==> config.mk <==
export PLATFORM = sky130hd
export DESIGN_NAME = udma_eth_tx_scheduler
export DESIGN_NICKNAME = d
export VERILOG_FILES = /design/src/rtl/udma_eth_tx_scheduler.sv
export SDC_FILE = /design/constraint.sdc
export NUM_CORES = 1
export LEC_CHECK = 0
export ABC_AREA = 1
export CAP_MARGIN = 25
export CORE_UTILIZATION = 35
export CTS_CLUSTER_DIAMETER = 150
export DETAILED_ROUTE_END_ITERATION = 16
export GPL_ROUTABILITY_DRIVEN = 0
export PLACE_DENSITY = 0.52
export SLEW_MARGIN = 30
export SYNTH_ARGS = -nofsm -noshare
export SYNTH_HDL_FRONTEND = slang
export SYNTH_SLANG_ARGS = --single-unit
==> constraint.sdc <==
create_clock -name clk_i -period 2.8 [get_ports clk_i]
set_clock_uncertainty 0.1 [all_clocks]
set_input_delay 0.28 -clock clk_i [delete_from_list [all_inputs] [get_ports clk_i]]
set_output_delay 0.28 -clock clk_i [all_outputs]
set_load 0.01 [all_outputs]
==> src/rtl/udma_eth_tx_scheduler.sv <==
// Descriptor-queue scheduler that feeds udma_eth_tx_controller one frame at a time.
// Optional inter-frame gap support is compiled in with `define UDMA_ETH_TX_IFG_EN.
module udma_eth_tx_scheduler #(
   parameter int L2_AWIDTH_NOAL = 12,
   parameter int TRANS_SIZE     = 16,
   parameter int DESC_DEPTH     = 4
) (
   input  logic                          clk_i,
   input  logic                          rstn_i,
   input  logic [L2_AWIDTH_NOAL-1:0]     desc_addr_i,
   input  logic [TRANS_SIZE-1:0]         desc_size_i,
   input  logic                          desc_push_i,
   output logic                          desc_full_o,
   output logic [$clog2(DESC_DEPTH):0]   desc_count_o,
   input  logic                          sched_en_i,
   input  logic                          sched_clr_i,
`ifdef UDMA_ETH_TX_IFG_EN
   input  logic [7:0]                    ifg_cycles_i,
`endif
   output logic [L2_AWIDTH_NOAL-1:0]     ctl_tx_startaddr_o,
   output logic [TRANS_SIZE-1:0]         ctl_tx_size_o,
   output logic                          ctl_tx_en_o,
   input  logic                          ctl_frame_done_i,
   output logic                          frame_evt_o,
   output logic [15:0]                   frames_sent_o,
   output logic                          idle_o,
   output logic                          err_zero_o,
   output logic                          err_ovf_o
);

   localparam int PTR_W = $clog2(DESC_DEPTH);
   localparam int CNT_W = PTR_W + 1;

   typedef enum logic [1:0] {IDLE, ISSUE, WAIT_DONE, GAP} state_t;

   state_t                    state;
   logic [L2_AWIDTH_NOAL-1:0] addr_mem [DESC_DEPTH];
   logic [TRANS_SIZE-1:0]     size_mem [DESC_DEPTH];
   logic [PTR_W-1:0]          wr_ptr;
   logic [PTR_W-1:0]          rd_ptr;
   logic                      full;
   logic                      empty;
   logic                      size_zero;
   logic                      push_ok;
   logic                      pop;
   logic                      done;
`ifdef UDMA_ETH_TX_IFG_EN
   logic [7:0]                gap_cnt;
`endif

   assign full      = (desc_count_o == CNT_W'(DESC_DEPTH));
   assign empty     = (desc_count_o == '0);
   assign size_zero = (desc_size_i == '0);
   assign push_ok   = desc_push_i & ~sched_clr_i & ~full & ~size_zero;
   assign pop       = (state == ISSUE) & ~sched_clr_i;
   assign done      = (state == WAIT_DONE) & ctl_frame_done_i;

   assign desc_full_o = full;
   assign idle_o      = (state == IDLE) & empty;
   // A clear landing in ISSUE suppresses the start pulse in that same cycle.
   assign ctl_tx_en_o = (state == ISSUE) & ~sched_clr_i;

   always_ff @(posedge clk_i) begin
      if (push_ok) begin
         addr_mem[wr_ptr] <= desc_addr_i;
         size_mem[wr_ptr] <= desc_size_i;
      end
   end

   always_ff @(posedge clk_i) begin
      if (!rstn_i) begin
         wr_ptr       <= '0;
         rd_ptr       <= '0;
         desc_count_o <= '0;
         err_zero_o   <= 1'b0;
         err_ovf_o    <= 1'b0;
      end else if (sched_clr_i) begin
         wr_ptr       <= '0;
         rd_ptr       <= '0;
         desc_count_o <= '0;
         err_zero_o   <= 1'b0;
         err_ovf_o    <= 1'b0;
      end else begin
         if (push_ok)
            wr_ptr <= wr_ptr + PTR_W'(1);
         if (pop)
            rd_ptr <= rd_ptr + PTR_W'(1);
         case ({push_ok, pop})
            2'b10:   desc_count_o <= desc_count_o + CNT_W'(1);
            2'b01:   desc_count_o <= desc_count_o - CNT_W'(1);
            default: desc_count_o <= desc_count_o;
         endcase
         // Full is judged on pre-pop occupancy, so a same-cycle pop does not rescue the push.
         if (desc_push_i && full)
            err_ovf_o <= 1'b1;
         if (desc_push_i && size_zero)
            err_zero_o <= 1'b1;
      end
   end

   always_ff @(posedge clk_i) begin
      if (!rstn_i) begin
         frames_sent_o <= '0;
      end else if (sched_clr_i) begin
         frames_sent_o <= '0;
      end else if (done) begin
         frames_sent_o <= frames_sent_o + 16'd1;
      end
   end

   always_ff @(posedge clk_i) begin
      if (!rstn_i) begin
         state              <= IDLE;
         ctl_tx_startaddr_o <= '0;
         ctl_tx_size_o      <= '0;
         frame_evt_o        <= 1'b0;
`ifdef UDMA_ETH_TX_IFG_EN
         gap_cnt            <= '0;
`endif
      end else begin
         frame_evt_o <= 1'b0;
         case (state)
            IDLE: begin
               if (sched_en_i && !empty && !sched_clr_i) begin
                  state              <= ISSUE;
                  ctl_tx_startaddr_o <= addr_mem[rd_ptr];
                  ctl_tx_size_o      <= size_mem[rd_ptr];
               end
            end
            ISSUE: begin
               state <= sched_clr_i ? IDLE : WAIT_DONE;
            end
            WAIT_DONE: begin
               // Frames cannot be aborted, so only completion leaves this state.
               if (ctl_frame_done_i) begin
                  frame_evt_o <= 1'b1;
`ifdef UDMA_ETH_TX_IFG_EN
                  if (ifg_cycles_i != 8'd0) begin
                     state   <= GAP;
                     gap_cnt <= ifg_cycles_i;
                  end else begin
                     state   <= IDLE;
                  end
`else
                  state <= IDLE;
`endif
               end
            end
            GAP: begin
`ifdef UDMA_ETH_TX_IFG_EN
               if (sched_clr_i || gap_cnt <= 8'd1) begin
                  state   <= IDLE;
                  gap_cnt <= '0;
               end else begin
                  gap_cnt <= gap_cnt - 8'd1;
               end
`else
               state <= IDLE;
`endif
            end
            default: state <= IDLE;
         endcase
      end
   end

endmodule
## Yosys cells after proc, flatten, opt, wreduce, memory -nomap -nowiden

Memory sizes are Yosys's and may differ from the RTL's. A register that Yosys moved wholly into a read port is not among the register bits.
Cells that the tools add are included.

| word-level totals | value |
|---|---|
| register bits after elaboration | 28 |
| bits in latches | 0 |
| bits in writable memories | 112 |
| memory bits (read-only) | 0 |
| output and inout port bits | 53 |
| word-level logic and storage cells | 57 |
| memories kept | 2 |

Memories:

| name | depth | bits a word | rd ports | clocked after Yosys merged registers in | write ports | RTL line | source |
|---|---|---|---|---|---|---|---|
| size_mem | 4 | 16 | 1 | 1 | 1 | 38 | `logic [TRANS_SIZE-1:0] size_mem [DESC_DEPTH];` |
| addr_mem | 4 | 12 | 1 | 1 | 1 | 37 | `logic [L2_AWIDTH_NOAL-1:0] addr_mem [DESC_DEPTH];` |

| cells by class | value |
|---|---|
| add/subtract/negate cells | 5 |
| multiply operators | 0 |
| div/mod/pow operators | 0 |
| order comparisons | 0 |
| equality and inequality tests | 8 |
| shift-type cells | 0 |
| muxes and demuxes | 8 |
| bitwise operators | 10 |
| reductions and logical operators | 16 |

Operators with widths:

| operator | count |
|---|---|
| 16-bit by 1-bit adder with 16-bit output, second input constant | 1 |
| 16-bit zero test | 1 |
| 2-bit one-hot mux with 4 select lines | 1 |
| 1-bit AND | 6 |
| 2-bit equality test, second input constant | 3 |
| 2-bit two-way mux | 3 |
| 3-bit one-hot mux with 2 select lines | 1 |
| 2-bit AND reduction | 3 |
| 2-bit by 1-bit adder with 2-bit output, second input constant | 2 |
| 2-bit by 1-bit equality test with 1-bit output, second input constant | 2 |
| 1-bit logical AND | 4 |
| 1-bit zero test | 4 |
| 1-bit inverter | 4 |
| 3-bit by 1-bit adder with 3-bit output, second input constant | 1 |
| 3-bit equality test, second input constant | 1 |
| 3-bit zero test | 1 |
| 1-bit two-way mux | 3 |
| 3-bit by 1-bit subtractor with 3-bit output, second input constant | 1 |
| 2-bit zero test | 1 |
| 2-bit by 1-bit != test with 1-bit output, second input constant | 1 |
| 2-bit != test, second input constant | 1 |
| 2-bit nonzero test | 1 |
| 2-bit OR reduction | 1 |

## Logic depth before layout (Yosys ltp)

Gate-level depths: netlist of the first run.

| logic depth | value |
|---|---|
| depth in word-level cells | 6 |
| depth in mapped cells | 12 |

## Least setup slack after synthesis of the first run

OpenSTA, ideal clock, no wires.

| timing path | value |
|---|---|
| path type | flip-flop to flip-flop |
| start | reg desc_count_o[0] |
| end | mem addr_mem[0][0], enable pin |
| data arrival time | 2146 ps |
| data required time | 2287 ps |
| setup slack | 141 ps |
| stages on the path, launching flop included | 5 |
| buffers on the path | 0 |
| path through | dfxtp_1 > nor3_1 > nor2_1 > nand2_1 > nor2_1 |

| on the way | value |
|---|---|
| cells in the longest elaborated chain, start to end | 6 |

Ends and longest elaborated chain:

| item | RTL line | source |
|---|---|---|
| start: declaration | 14 | `output logic [$clog2(DESC_DEPTH):0] desc_count_o,` |
| start signal: assignment | 89 | `2'b10: desc_count_o <= desc_count_o + CNT_W'(1);` |
| start signal: assignment | 90 | `2'b01: desc_count_o <= desc_count_o - CNT_W'(1);` |
| start signal: assignment | 91 | `default: desc_count_o <= desc_count_o;` |
| 3-bit equality test | 51 | `assign full = (desc_count_o == CNT_W'(DESC_DEPTH));` |
| net desc_full_o | 13 | `output logic desc_full_o,` |
| 1-bit inverter | 54 | `assign push_ok = desc_push_i & ~sched_clr_i & ~full & ~size_zero;` |
| 1-bit AND (2 in a row) | 54 |  |
| 1-bit two-way mux | 64 | `if (push_ok) begin` |
| 1-bit two-way mux (not written as such) | 65 | `addr_mem[wr_ptr] <= desc_addr_i;` |
| end: declaration | 37 |  |

The timed path passes the listed nets, and every way through them passes these cells.

## Final worst setup path of the first run

| timing path | value |
|---|---|
| start | in desc_size_i[15] |
| end | reg desc_count_o[2] |

| on the way | value |
|---|---|
| cells in the longest elaborated chain, start to end | 5 |

Ends and longest elaborated chain:

| item | RTL line | source |
|---|---|---|
| start: declaration | 11 | `input logic [TRANS_SIZE-1:0] desc_size_i,` |
| 16-bit zero test (*) | 53 | `assign size_zero = (desc_size_i == '0);` |
| 1-bit inverter (*) | 54 |  |
| 1-bit AND (*) | 54 |  |
| 2-bit by 1-bit equality test with 1-bit output / 2-bit equality test (equally long branches) | 88 | `case ({push_ok, pop})` |
| 3-bit one-hot mux with 2 select lines / 2-bit nonzero test (equally long branches) | - |  |

Every way passes the cells marked *; elsewhere a longest branch is shown, timed or not.
A chain may end at the register's enable or synchronous reset.

==> flow_metrics.env, run 1 <==
export IMPL_post_dp_hpwl_mm=9.93
export IMPL_hold_path_startpoint="err_ovf_o"
export IMPL_tightest_slew_ns=0.699
export IMPL_count_of_maximum_capacitance_violations=0
export IMPL_postSynth_topFlopCell="sky130_fd_sc_hd__edfxtp_1"
export IMPL_drt_first_pass_iters=4
export IMPL_tritoncts_clock_tree="yes"
export IMPL_chipHeight_um=141
export IMPL_cts_max_level=4
export IMPL_route_detailed_wl_per_inst_um=15.4
export IMPL_grt_overflow_total=0
export IMPL_post_cts_buffers=0
export IMPL_setup_violations_final=0
export IMPL_synthAdderAreaFrac_pct=1.41
export IMPL_post_route_cells_drive_above_1_share_pct=7.26
export IMPL_globalRouteMet3Util_pct=4.25
export IMPL_cell_row_count=50
export IMPL_normalized_max_slew_margin_pct=53.3
export IMPL_path_class="input port to flop"
export IMPL_timing_critical_path_from_type="input port"
export IMPL_shortest_period_the_worst_path_allows_ns=2.35
export IMPL_worstHoldPathCells=2
export IMPL_clkSinkCount=168
export IMPL_cp_arrival_ns=2.55
export IMPL_grtUsageMet1_pct=19.6
export IMPL_endpoint_required_time_on_the_critical_path_ns=3.00
export IMPL_post_synth_num_cell_types=24
export IMPL_timing_reg2reg_worst_path_depth=11
export IMPL_cp_end_kind="flop"
export IMPL_hold_ws_ns=0.362
export IMPL_layout_cells_most_common="sky130_fd_sc_hd__nor2_1"
export IMPL_floorplan_die_area_um2=19800
export IMPL_area_growth_syn_to_layout_pct=25.6
export IMPL_grt_usage_pct=16.9
export IMPL_cts_resized_gates=0
export IMPL_detailedRoute_firstIterationViolations=271
export IMPL_number_of_enable_flip_flop_cells_after_synthesis=112
export IMPL_synth_mux_area_fraction_pct=0
export IMPL_io_buffers=86
export IMPL_path_clk_slew_ns=0.06
export IMPL_placed_area_um2=7860
export IMPL_syn_avg_cell_area_um2=9.93
export IMPL_synth_area_leaders="sky130_fd_sc_hd__edfxtp_1 50%, sky130_fd_sc_hd__dfxtp_1 17%, sky130_fd_sc_hd__nor2_1 9.5%"
export IMPL_grt_antenna_before_repair=0
export IMPL_grt_pass1_vias=4656
export IMPL_asyncSetResetFlopFracSynth_pct=0
export IMPL_post_route_period_util_pct=83.9
export IMPL_tritoncts_num_buffers=17
export IMPL_ir_drop_v=0.000412
export IMPL_post_synth_top_area_cell="sky130_fd_sc_hd__edfxtp_1"
export IMPL_diode_insertion_count_for_antenna_repair=0
export IMPL_netlist_instances=677
export IMPL_synthesized_area_um2=6720
export IMPL_ant_nets=0
export IMPL_fin_setup_tns_ns=0
export IMPL_critical_path_startpoint="desc_size_i[15]"
export IMPL_clock_tree_buffer_depth=2
export IMPL_clk_latency_ns=0.42
export IMPL_num_vias=4836
export IMPL_finish_instance_area_um2=8440
export IMPL_cellLeakagePower_uw=0.00298
export IMPL_cellPowerDensity_nw_per_um2=619
export IMPL_timing_hold_worst_class="flop to flop"
export IMPL_max_freq_ghz=0.426
export IMPL_yosysWarningCount=0
export IMPL_globalRoute_busiestLayer="met2"
export IMPL_synth_compound_area_share_pct=7.89
export IMPL_area_share_of_the_largest_cell_type_after_synthesis_pct=50.0
export IMPL_result_of_the_run="finished clean"
export IMPL_synth_fp_nets=718
export IMPL_groute_layer_met2_usage_pct=30.4
export IMPL_rr_startpoint="desc_count_o[0]"
export IMPL_synth_simple_area_share_pct=19.1
export IMPL_routed_via_density=4.75
export IMPL_synth_seq_area_share_pct=66.7
export IMPL_cts_hold_buffers=0
export IMPL_clock_root_buffer="sky130_fd_sc_hd__clkbuf_16"
export IMPL_final_hold_violation_count=0
export IMPL_final_nets=813
export IMPL_grt_setup_unrepaired="false"
export IMPL_maxSlewViolCount=0
export IMPL_synth_seq_cells=168
export IMPL_synth_top_family_by_area="simple AND/OR/NAND/NOR gates"
export IMPL_drc=0
export IMPL_io_pin_count=87
export IMPL_mostFrequentLayoutCells="167 x sky130_fd_sc_hd__nor2_1, 130 x sky130_fd_sc_hd__nand2_1, 112 x sky130_fd_sc_hd__edfxtp_1, 86 x sky130_fd_sc_hd__clkdlybuf4s50_1, 55 x sky130_fd_sc_hd__dfxtp_1"
export IMPL_core_region_area_um2=18800
export IMPL_starting_density_of_the_core_pct=35.8
export IMPL_grt_first_pass_wirelength_mm=24.8
export IMPL_path_max_fanout=5
export IMPL_finalWirelength_mm=15.7
export IMPL_grt_start_max_net_pins=58
export IMPL_die_width_um=141
export IMPL_synth_xor_area_share_pct=0.130
[power by group]
group          internal (µW)  total, µW  switching, µW
registers               2680       2690           12.3
clock network           1400       2320            921
logic                   92.0        212            120
total                   4170       5220           1050
[worst paths after layout]
path | end | slack [ns]
worst max-delay path | desc_count_o[2] | 0.45
worst max register to register | desc_count_o[2] | 0.58
worst min-delay path | err_ovf_o | 0.36
worst min register to register | err_ovf_o | 0.36
[logic make-up (layout without fill, tap and decap cells)]
logic type               count (synthesis)  in the layout
AO/OA/AOI/OAI                          106            106
XOR/XNOR                                 1              1
adder cells (fa/ha/maj)                  7              7
AND/OR/NAND/NOR                        328            328
buffers and inverters                   67            175
flip-flops                             168            168
[registers in the layout, indices dropped and copies added, names as in the netlist]
register	cells
addr_mem	48
ctl_tx_size_o	16
ctl_tx_startaddr_o	12
desc_count_o	3
err_ovf_o	1
err_zero_o	1
frame_evt_o	1
frames_sent_o	16
rd_ptr	2
size_mem	64
state	2
wr_ptr	2
[final cells by class]
cell class / instances / area (µm²)
fill: 1758 / 10300
sequential: 168 / 4490
timing repair buffer: 104 / 996
multi-input combinational: 442 / 1930
clock inverter: 13 / 154
clock buffer: 19 / 433
inverter: 39 / 146
tap: 234 / 293
[synthesized netlist by cell type, types with 3 or more instances]
cell / instances
sky130_fd_sc_hd__a21oi_1: 42
sky130_fd_sc_hd__buf_2: 8
sky130_fd_sc_hd__buf_4: 3
sky130_fd_sc_hd__buf_6: 6
sky130_fd_sc_hd__clkbuf_1: 10
sky130_fd_sc_hd__dfxtp_1: 56
sky130_fd_sc_hd__edfxtp_1: 112
sky130_fd_sc_hd__ha_1: 6
sky130_fd_sc_hd__inv_1: 34
sky130_fd_sc_hd__inv_2: 4
sky130_fd_sc_hd__nand2_1: 130
sky130_fd_sc_hd__nand3_1: 14
sky130_fd_sc_hd__nand4_1: 4
sky130_fd_sc_hd__nor2_1: 171
sky130_fd_sc_hd__nor3_1: 6
sky130_fd_sc_hd__o21ai_0: 35
sky130_fd_sc_hd__o21ai_1: 29
[per-stage QoR]
stage | setup WS, ns | power [µW] | instances | utilization [%]
3_5_place_dp | 0.0512 | 2960 | 987 | 41.9
3_3_place_gp | 0.121 | 2960 | 987 | 41.9
6_report | 0.452 | 5220 | 1019 | 45.0
5_1_grt | 0.240 | 5410 | 1019 | 45.0
2_1_floorplan | 0.141 | 2830 | 677 | -
4_1_cts | 0.484 | 5280 | 1019 | 45.0
[routing by layer]
metal	vias up	wire (µm)	share of wire, %
li1	2437	-	-
met1	2290	6700	43
met2	92	8140	52
met5	-	0	0
met4	0	219	1.4
met3	17	643	4.1
[worst max-delay path, stage by stage]
cell and delay (ns):
sky130_fd_sc_hd__clkdlybuf4s50_1 0.51, sky130_fd_sc_hd__nor2_1 0.21, sky130_fd_sc_hd__nand2_1 0.07, sky130_fd_sc_hd__nor2_1 0.13, sky130_fd_sc_hd__nand2_1 0.13, sky130_fd_sc_hd__nand2_1 0.11, sky130_fd_sc_hd__ha_1 0.15, sky130_fd_sc_hd__inv_1 0.06
sky130_fd_sc_hd__fa_1 0.39, sky130_fd_sc_hd__a21oi_1 0.16, sky130_fd_sc_hd__o21ai_0 0.12, sky130_fd_sc_hd__o21ai_0 0.18, sky130_fd_sc_hd__a21oi_1 0.06
Note: power is estimated with default switching activity, not from simulation.
==> run 2, diff against run 1 <==
PLACE_DENSITY = 0.54   (was 0.52)
clock period = 2.11 ns   (was 2.8 ns; I/O delays follow)
==> flow_metrics.env, run 2 (synthesis gave the netlist of run 1 again) <==
export IMPL_result_of_the_run="finished clean"
export IMPL_grt_start_max_net_pins=41
export IMPL_clock_tree_buffer_depth=2
export IMPL_maxSlewViolCount=0
export IMPL_max_freq_ghz=0.494
export IMPL_diode_insertion_count_for_antenna_repair=0
export IMPL_path_class="flop to output pin"
export IMPL_drt_first_pass_iters=4
export IMPL_crit_family="buffers and inverters"
export IMPL_crit_slowest_cell="sky130_fd_sc_hd__clkdlybuf4s50_1"
export IMPL_die_width_um=141
export IMPL_timing_hold_worst_class="input port to flop"
export IMPL_tightest_slew_ns=0.674
export IMPL_shortest_period_the_worst_path_allows_ns=2.03
export IMPL_cpMostUsedCell="sky130_fd_sc_hd__inv_1"
export IMPL_starting_density_of_the_core_pct=35.8
export IMPL_crit_path_max_incr_delay_ns=0.54
export IMPL_num_vias=4908
export IMPL_cellPowerDensity_nw_per_um2=781
export IMPL_grtUsageMet1_pct=21.2
export IMPL_placed_area_um2=8170
export IMPL_largest_registers="size_mem (64), addr_mem (48)"
export IMPL_globalRouteMet3Util_pct=3.02
export IMPL_route_detailed_wl_per_inst_um=14.9
export IMPL_io_buffers=86
export IMPL_io_pin_count=87
export IMPL_register_area_um2=4490
export IMPL_groute_layer_met2_usage_pct=27.9
export IMPL_ant_nets=0
export IMPL_detailedRoute_firstIterationViolations=280
export IMPL_grt_overflow_total=0
export IMPL_clock_root_buffer="sky130_fd_sc_hd__clkbuf_16"
export IMPL_drc=0
export IMPL_setup_violations_final=0
export IMPL_fill_cells=1755
export IMPL_ir_drop_v=0.000546
export IMPL_path_clk_slew_ns=0.06
export IMPL_clkSinkCount=168
export IMPL_globalRoute_busiestLayer="met2"
export IMPL_final_nets=839
export IMPL_grt_pass1_vias=4679
export IMPL_area_growth_syn_to_layout_pct=30.1
export IMPL_timing_reg2reg_setup_slack_ns=0.15
export IMPL_worstPathCellList="inv_1, nor2_1, nand2_1, inv_1, buf_4, clkdlybuf4s50_1"
export IMPL_hold_ws_ns=0.0288
export IMPL_finalWirelength_mm=15.6
export IMPL_largest_register_ffs=64
export IMPL_clk_latency_ns=0.42
export IMPL_post_route_cells_drive_above_1_share_pct=11.6
export IMPL_routed_via_density=4.70
export IMPL_timing_critical_path_from_type="flop"
export IMPL_chipHeight_um=141
export IMPL_finish_instance_area_um2=8750
export IMPL_final_hold_violation_count=0
export IMPL_multi_input_comb_area_um2=1980
export IMPL_tritoncts_clock_tree="yes"
export IMPL_core_region_area_um2=18800
export IMPL_floorplan_die_area_um2=19800
export IMPL_cp_end_kind="output pin"
export IMPL_grt_antenna_before_repair=0
export IMPL_layout_cells_most_common="sky130_fd_sc_hd__nor2_1"
export IMPL_grt_first_pass_wirelength_mm=24.7
export IMPL_count_of_maximum_capacitance_violations=0
export IMPL_cellLeakagePower_uw=0.00314
export IMPL_mostFrequentLayoutCells="161 x sky130_fd_sc_hd__nor2_1, 129 x sky130_fd_sc_hd__nand2_1, 112 x sky130_fd_sc_hd__edfxtp_1, 82 x sky130_fd_sc_hd__clkdlybuf4s50_1, 55 x sky130_fd_sc_hd__dfxtp_1"
export IMPL_regMostFlops="size_mem"
export IMPL_post_dp_hpwl_mm=10.2
export IMPL_normalized_max_slew_margin_pct=55.0
export IMPL_critical_path_buf_inv_count=4
export IMPL_endpoint_required_time_on_the_critical_path_ns=1.80
export IMPL_grt_usage_pct=16.7
export IMPL_cp_arrival_ns=1.71
export IMPL_cell_row_count=50
export IMPL_cts_max_level=4
export IMPL_path_max_fanout=3
export IMPL_tritoncts_num_buffers=17
export IMPL_post_route_period_util_pct=96.0
## run 2: cell count changes in the layout (fill, tap and decap cells not counted), sizes merged
cell / before / now
bufinv: 3 / 2
dlygate4sd2: 0 / 3
dlymetal6s2s: 0 / 1
clkbuf: 19 / 18
clkdlybuf4s50: 86 / 82
clkinvlp: 2 / 1
clkinv: 8 / 10
buf: 18 / 44
inv: 39 / 40
## run 2: layout make-up
cell class | count | share of cell area (%)
flip-flops and latches | 168 | 51.3
multi-input cells | 442 | 22.7
clock buffers | 18 | 4.91
well taps | 234 | 3.35
repair buffers | 130 | 14.6
inverters | 39 | 1.67
clock inverters | 14 | 1.49
## run 2: repair_timing
| action | in CTS | in global routing |
|---|---|---|
| hold endpoints to repair | 0 | 0 |
| hold buffers | 0 | 0 |
| setup endpoints to repair | 2 | 1 |
| pin swaps | 1 | 2 |
| gates resized for setup | 6 | 7 |
| buffers inserted | 0 | 0 |
| cloned | 0 | 0 |
## run 2: worst paths after layout
kind	from	endpoint	cells after the start
setup / recovery	state[0]	ctl_tx_en_o	6
hold / removal	desc_size_i[1]	size_mem[2][1]	1
setup reg to reg	desc_count_o[2]	desc_count_o[2]	11
hold reg to reg	ctl_tx_size_o[0]	ctl_tx_size_o[0]	2
## run 2: where the power goes
group | internal [µW] | switching, µW
sequential | 3560 | 16.0
combinational | 147 | 167
clock | 1730 | 1220
## run 2: worst reg2reg max path, cell delays in order (launching register included)
cell and delay (ns):
sky130_fd_sc_hd__dfxtp_1 0.34, sky130_fd_sc_hd__inv_2 0.07, sky130_fd_sc_hd__nor3_4 0.24, sky130_fd_sc_hd__nor2_2 0.07, sky130_fd_sc_hd__nand2_2 0.07, sky130_fd_sc_hd__ha_1 0.13
sky130_fd_sc_hd__inv_1 0.06, sky130_fd_sc_hd__fa_2 0.36, sky130_fd_sc_hd__a21oi_2 0.15, sky130_fd_sc_hd__o21ai_1 0.09, sky130_fd_sc_hd__o21ai_1 0.13, sky130_fd_sc_hd__a21oi_1 0.05
## run 2: routing by layer
metal  part of all wire, %  up-vias
li1                      -     2491
met1                    45     2302
met2                    49      101
met3                   3.9       14
met4                   1.6        0
met5                     0        -
## run 2: through the flow
step | setup slack [ns] | total power [µW] | std cells | setup TNS, ns | util [%]
6_report | 0.0849 | 6830 | 1045 | 0 | 46.6
5_1_grt | -0.0244 | 7070 | 1045 | -0.0244 | 46.6
4_1_cts | 0.00367 | 6910 | 1045 | 0 | 46.5
3_5_place_dp | -0.503 | 3960 | 1013 | -0.712 | 43.5
3_3_place_gp | -0.463 | 3960 | 1013 | -0.630 | 43.5
2_1_floorplan | -0.000570 | 3760 | 677 | -0.0638 | -
